[src/rtl/sum_result_pkg.sv]
// Shared constants and helpers for the sum_result_fifo result buffer.
package sum_result_pkg;
    localparam int OVF_CNT_W = 8;
    localparam int ACC_EXT_W = 8;

    function automatic int ptr_w(input int depth);
        return $clog2(depth) + 1;
    endfunction
endpackage

[src/rtl/sum_result_mem.sv]
// DEPTH x W register array: one synchronous write port, one asynchronous read port.
module sum_result_mem #(
    parameter int W     = 8,
    parameter int DEPTH = 4,
    localparam int AW   = $clog2(DEPTH)
) (
    input  logic          clk,
    input  logic          we,
    input  logic [AW-1:0] waddr,
    input  logic [W-1:0]  wdata,
    input  logic [AW-1:0] raddr,
    output logic [W-1:0]  rdata
);
    logic [DEPTH-1:0][W-1:0] mem_q, mem_d;

    always_comb begin
        mem_d = mem_q;
        if (we) mem_d[waddr] = wdata;
    end

    // Storage is deliberately not reset; the pointers alone define validity.
    always_ff @(posedge clk) begin
        mem_q <= mem_d;
    end

    assign rdata = mem_q[raddr];
endmodule

[src/rtl/sum_result_fifo.sv]
// First-word-fall-through result FIFO with drop counter behind the adder stage.
// Define SUM_RESULT_ACC_EN to add the acc_clear/acc running accumulator.
module sum_result_fifo
    import sum_result_pkg::*;
#(
    parameter int W     = 8,
    parameter int DEPTH = 4,
    localparam int PW   = ptr_w(DEPTH)
) (
    input  logic                 clk,
    input  logic                 rst_n,
    input  logic                 in_valid,
    input  logic [W-1:0]         in_data,
    output logic                 out_valid,
    input  logic                 out_ready,
    output logic [W-1:0]         out_data,
    output logic [PW-1:0]        count,
    output logic                 full,
    output logic                 empty,
    output logic [OVF_CNT_W-1:0] overflow_cnt
`ifdef SUM_RESULT_ACC_EN
    ,
    input  logic                 acc_clear,
    output logic [W+ACC_EXT_W-1:0] acc
`endif
);
    localparam int AW = PW - 1;

    logic [PW-1:0]        wr_ptr_q, wr_ptr_d, rd_ptr_q, rd_ptr_d;
    logic [OVF_CNT_W-1:0] ovf_q, ovf_d;
    logic                 push, pop, drop;

    // Pointers carry one extra wrap bit so full and empty are distinguishable.
    assign empty        = (wr_ptr_q == rd_ptr_q);
    assign full         = (wr_ptr_q[PW-1] != rd_ptr_q[PW-1]) &&
                          (wr_ptr_q[AW-1:0] == rd_ptr_q[AW-1:0]);
    assign count        = wr_ptr_q - rd_ptr_q;
    assign out_valid    = !empty;
    assign overflow_cnt = ovf_q;

    always_comb begin
        pop      = out_valid && out_ready;
        push     = in_valid && (!full || pop);
        drop     = in_valid && full && !pop;
        wr_ptr_d = push ? wr_ptr_q + PW'(1) : wr_ptr_q;
        rd_ptr_d = pop  ? rd_ptr_q + PW'(1) : rd_ptr_q;
        ovf_d    = (drop && ovf_q != '1) ? ovf_q + OVF_CNT_W'(1) : ovf_q;
    end

    always_ff @(posedge clk) begin
        if (!rst_n) begin
            wr_ptr_q <= '0;
            rd_ptr_q <= '0;
            ovf_q    <= '0;
        end else begin
            wr_ptr_q <= wr_ptr_d;
            rd_ptr_q <= rd_ptr_d;
            ovf_q    <= ovf_d;
        end
    end

    sum_result_mem #(.W(W), .DEPTH(DEPTH)) u_mem (
        .clk   (clk),
        .we    (push),
        .waddr (wr_ptr_q[AW-1:0]),
        .wdata (in_data),
        .raddr (rd_ptr_q[AW-1:0]),
        .rdata (out_data)
    );

`ifdef SUM_RESULT_ACC_EN
    logic [W+ACC_EXT_W-1:0] acc_q, acc_d, pop_ext;

    always_comb begin
        pop_ext = {{ACC_EXT_W{1'b0}}, out_data};
        acc_d   = acc_q;
        // A clear coinciding with a pop restarts the total at the popped value.
        if (acc_clear)  acc_d = pop ? pop_ext : '0;
        else if (pop)   acc_d = acc_q + pop_ext;
    end

    always_ff @(posedge clk) begin
        if (!rst_n) acc_q <= '0;
        else        acc_q <= acc_d;
    end

    assign acc = acc_q;
`endif
endmodule

[config.mk]
export PLATFORM = sky130hd
export DESIGN_NAME = sum_result_fifo
export DESIGN_NICKNAME = d
export VERILOG_FILES = /design/src/rtl/sum_result_pkg.sv /design/src/rtl/sum_result_mem.sv /design/src/rtl/sum_result_fifo.sv
export SDC_FILE = /design/constraint.sdc
export NUM_CORES = 1
export LEC_CHECK = 0
export ABC_AREA = 1
export CAP_MARGIN = 0
export CELL_PAD_IN_SITES_DETAIL_PLACEMENT = 0
export CELL_PAD_IN_SITES_GLOBAL_PLACEMENT = 1
export CORE_MARGIN = 4
export CORE_UTILIZATION = 48
export DETAILED_ROUTE_END_ITERATION = 10
export DONT_BUFFER_PORTS = 1
export PLACE_DENSITY_LB_ADDON = 0.1
export SKIP_CTS_REPAIR_TIMING = 1
export SLEW_MARGIN = 0
export SYNTH_ARGS = -nofsm -noshare
export SYNTH_HDL_FRONTEND = slang
export SYNTH_SLANG_ARGS = --single-unit
[constraint.sdc]
create_clock -name clk -period 2.8 [get_ports clk]
set_input_delay 0.56 -clock clk [delete_from_list [all_inputs] [get_ports clk]]
set_output_delay 0.56 -clock clk [all_outputs]
set_load 0.01 [all_outputs]
-- Word level (Yosys, flattened, before mapping)
Cells that the tools add are included.
- eq/ne operators: 4
- add/subtract/negate cells: 4
- order comparisons: 3
- reductions and logical operators: 11
- multiplexer cells: 5
- operator list (cell ; number):
    $bwmux 32 ; 1
    $bmux 8 s2 ; 1
    $demux 8 s2 ; 1
    $mux 8 ; 2
    $add 8x1->8 const B ; 1
    $ne 8x8->1 const B ; 1
    $logic_and 1x1->1 ; 7
    $add 3x1->3 const B ; 2
    $lt 2x3->1 const B ; 2
    $eq 3x3->1 ; 1
    $logic_not 1->1 ; 3
    $sub 3x3->3 ; 1
    $eq 2x2->1 ; 1
    $ge 2x1->1 const B ; 1
    $logic_or 1x1->1 ; 1
    $ne 1x1->1 ; 1
- bits of input ports: 12
- output and inout bits: 22
- register bits after elaboration: 46
- logic and storage cells: 34

-- Longest topological paths before layout
- word-level depth: 6
- mapped depth: 10
- gate-level depth less buffers: 9

-- Modules after synthesis
Synthesis repeated with hierarchy kept, for this count alone.
- cell total of the unflattened synthesis: 271
- area, all modules: 2283.4 um2
- by module, submodules not included (module ; area an instance (um2) ; seq. area each (um2) ; instances ; cells an instance):
    sum_result_mem ; 1387.6 ; 960.9 ; 1 ; 133
    sum_result_fifo ; 895.9 ; 280.3 ; 1 ; 138

-- Worst setup path before layout
No wires, ideal clock.
- kind: reg-to-reg
- start: register rd_ptr_q[1]
- end: register u_mem.mem_q[0] in the netlist's numbering (enable)
- buffers on the path: 1
- data arrival time: 1.855 ns
- setup time: 0.371 ns
- period minus slack after synthesis: 2.226 ns
- stages on the path, launching flop included: 9
- path slack: 0.574 ns
- path through: dfxtp_1 clkbuf_1 inv_1 ha_1 nand2_1 bufinv_8 nand3_4 nand2_4 nor2_1
- word-level cells in the longest chain between the ends: 5
- elaborated cells on any way between the ends: 8
- those cells by class: eq/ne (2); reduce/logical (6)
- ends and longest elaborated chain (element ; line ; RTL):
    from (decl) ; sum_result_fifo.sv:29 ; logic [PW-1:0] wr_ptr_q, wr_ptr_d, rd_ptr_q, rd_ptr_d;
    from (signal assigned) ; sum_result_fifo.sv:57 ; rd_ptr_q <= rd_ptr_d;
    $eq 3x3->1 or $eq 2x2->1 (tied branches) ; sum_result_fifo.sv:34, sum_result_fifo.sv:36 ;
    $logic_not 1->1 or $logic_and 1x1->1 (tied branches) ; sum_result_fifo.sv:38, sum_result_fifo.sv:35 ;
    $logic_and 1x1->1 or $logic_not 1->1 (tied branches) ; sum_result_fifo.sv:42, sum_result_fifo.sv:43 ;
    $logic_or 1x1->1 * ; sum_result_fifo.sv:43 ; push = in_valid && (!full || pop);
    $logic_and 1x1->1 * ; sum_result_fifo.sv:43 ;
    to (signal assigned) ; sum_result_mem.sv:23 ; mem_q <= mem_d;
    to (decl) ; sum_result_mem.sv:14 ; logic [DEPTH-1:0][W-1:0] mem_q, mem_d;
Every way passes the cells marked *; elsewhere a longest branch is shown, timed or not.
A chain may end at the register's enable or synchronous reset.

-- Worst setup path after layout
- start: register rd_ptr_q[1]
- end: register u_mem.mem_q[21] in the netlist's numbering (enable)
The elaborated chain is that of the path after synthesis.

==> results by group <==
Outcome
  • Status: complete, no violations

Worst setup path
  • Reg-to-Reg Start: rd_ptr_q[1]
  • Endpoint class of the critical path: flip-flop
  • Req. time, crit path: 2.72 ns
  • CP Launch Type: flip-flop
  • Critical path arrival: 2.44 ns
  • WS Path Type: flip-flop to flip-flop
  • Worst R2R Setup Slack: roughly 0.29 ns
  • R2R cell count: 7
  • Crit path to: u_mem.mem_q[21]
  • RR Endpoint: u_mem.mem_q[21]
  • Crit path max fanout: 12
  • Crit path launch: rd_ptr_q[1]

Layout
  • Most common cell after layout, fill and taps aside: nor2_1
  • Fillers: 393
  • Area occupied by multi-input gates: about 810 um^2
  • Fin area: 0.00233 mm^2
  • Post-layout net count: 246
  • Layout cell share with drive strength beyond 1: 10.6%
  • Area Overhead vs Synth: 6.33%
  • ANT cells: 0
  • Sequential Area: 0.00124 mm^2
  • Most frequent cells in the layout: nor2_1 (45), edfxtp_1 (32), inv_1 (25), nand2_1 (23), o21ai_0 (18)

Timing
  • Hold violation total from the final report: 0
  • Normalized max-slew margin: 54.0%
  • Final setup fails: 0
  • Tmin final: around 2.5 ns
  • Setup Skew: 0.00711 ns
  • Setup_tns: 0 ns
  • RSZ-0062 raised after global routing: no
  • Slew Limit Fails: 0
  • Tcrit/Tclk final: 89.7%
  • Worst Tran Pin Value: roughly 0.7 ns
  • FMAX: roughly 0.4 GHz

Worst hold path
  • Worst hold path type: primary input to flip-flop

Global route
  • GR Util All Layers: 16.9%
  • Initial antenna violation count: 0
  • First-pass GRT wire length: 7.06 mm
  • Vias in the first global route: 1469
  • GR Overflow Total: 0
  • Largest net degree at the start of global routing: 20

Clock tree
  • Clock Pin Slew Worst Setup and Hold Paths: 0.08 ns
  • H-tree Lvls: 2
  • Latest clock arrival within the worst-skew pair: 0.29 ns
  • CTS Buf Count: 5
  • CTS max path bufs: 2
  • CTS tree: built
  • Clock sinks: between 40 and 50
  • Clock Tree Root: clkbuf_8

Die
  • Die Wd: 75.6 um
  • I/O pins: 34
  • Core region area: roughly 0.0044 mm^2
  • Initial Util: around half
  • Die area: about 0.0057 mm^2
  • Row cnt: 24
  • Chip height: 75.6 um

Placed design
  • Final HPWL DP: 3.53 mm
  • RePlAce Congestion: ~0.81
  • Placed Area: 0.00225 mm^2
  • I/O Buffers: 0

Routing
  • Antenna-violating nets left: 0
  • Vias per inst: 5.25
  • Via count: ~1500
  • WL/cell: 16.3 um
  • Remaining DRCs: 0
  • Initial DRT Pass Iterations: 4
  • Drt total wl: about 4.5 mm
  • Initial drt markers: 42

Logic synthesis
  • Synth top area cells: edfxtp_1 (44%), dfxtp_1 (13%), nor2_1 (7.7%), ha_1 (4.6%), inv_1 (4.3%)
  • Flops & latches, synth: 46
  • Mapped Cells: 221
  • Synth top area share: 43.8%
  • Avg Cell Area, Syn: slightly below 10 um^2
  • Yosys warns: 0
  • Mapped cell area: 0.00219 mm^2
  • Post-Syn Nets: 242
  • Unique masters post-synth: 31
  • Largest area contributor in the netlist: edfxtp_1
  • Sequential area share after synthesis: between 50% and 60%

Power and ir drop
  • Sequential Power Share: 56.9%
  • Combinational share of power: 15.0%
  • Internal: roughly 0.99 mW
  • Tot Pwr: 1.35 mW
  • Max VDD drop: 0.000172 V
  • Leak: 0.903 nW
  • Sw frac: 26.8%
  • Power Dens Cells: ~580 mW/mm^2
  • Clock power share: 28.2%
  • Sw Pwr: 0.361 mW

Run
  • Max cap viols: 0
## routing by layer
layer	wire (um)	part of all wire, %	vias to the layer above	track usage, %
met5	0	0	-	0
met4	41	0.91	0	3.50
met3	205	4.5	5	4.35
met2	2590	57	30	34.5
met1	1680	37	682	16.8
li1	-	-	742	-
## metrics by stage
stage | setup WS (ns) | util (%) | hold WS [ns] | instances
floorplan | 0.574 | - | 0.486 | 221
global placement | 0.421 | 51.3 | 0.503 | 270
detailed placement | 0.305 | 51.3 | 0.513 | 270
CTS | 0.277 | 53.2 | 0.347 | 278
global route | 0.105 | 53.2 | 0.338 | 278
finish | 0.287 | 53.2 | 0.359 | 278
## worst min path at each step
| stage | slack (ns) | to | cells past startpoint | from |
|---|---|---|---|---|
| finish | 0.36 | u_mem.mem_q[17] | 0 | in_data[1] |
| global route | 0.34 | u_mem.mem_q[26] | 0 | in_data[2] |
| CTS | 0.35 | u_mem.mem_q[9] | 0 | in_data[1] |
| detailed placement | 0.51 | rd_ptr_q[2] | 2 | rd_ptr_q[2] |
| global placement | 0.50 | rd_ptr_q[2] | 2 | rd_ptr_q[2] |
| floorplan | 0.49 | rd_ptr_q[2] | 2 | rd_ptr_q[2] |
## state kept, by name, indices dropped and copies added (netlist names)
name          cells
u_mem.mem_q      32
overflow_cnt      8
rd_ptr_q          3
wr_ptr_q          3
## cells in the mapped netlist
cell	number
nand4_1	2
o21a_1	1
ha_1	8
nand3_4	1
bufinv_8	1
inv_1	25
nand4_4	1
nand2_2	4
nor2_8	1
o21ai_0	18
xnor2_1	1
clkinv_1	1
o22ai_1	8
nor2_1	45
nor3_1	1
nand3_2	1
edfxtp_1	32
a21oi_1	4
clkbuf_1	1
nand3_1	13
nor2_2	1
nand2_4	3
nand2_1	23
fa_1	1
inv_2	1
dfxtp_1	14
a21oi_2	1
buf_2	3
o21ai_1	1
buf_4	1
xor2_1	3
## cells by family after synthesis
logic type | Yosys count | synth area share, %
adder cells (fa/ha/maj) | 9 | 5.47
AO/OA/AOI/OAI | 33 | 8.27
AND/OR/NAND/NOR | 96 | 21.5
flip-flops | 46 | 56.6
XOR/XNOR | 4 | 1.60
buffers and inverters | 33 | 6.61
## final cells by class
cell class	count	area share (%)
flip-flops and latches	46	53.2
multi-input cells	142	34.6
inverters	28	5.09
clock buffers	5	2.95
well taps	52	2.79
clock inverters	3	0.697
repair buffers	2	0.643
## critical path: stages (launching register included)
cell and delay, ns:
dfxtp_1 0.55, inv_1 0.22, ha_1 0.33, nand2_1 0.09, bufinv_8 0.20, nand3_4 0.12
nand2_4 0.09, nor2_1 0.54
## power groups by stage
stage / sequential, mW / combinational [mW] / clock (mW)
after floorplan: 0.779 / 0.169 / 0
after global placement: 0.783 / 0.200 / 0
after detailed placement: 0.784 / 0.204 / 0
after CTS: 0.768 / 0.205 / 0.397
after global routing: 0.771 / 0.223 / 0.430
final: 0.768 / 0.202 / 0.380
No activity file was read; power rests on OpenSTA's default activity.
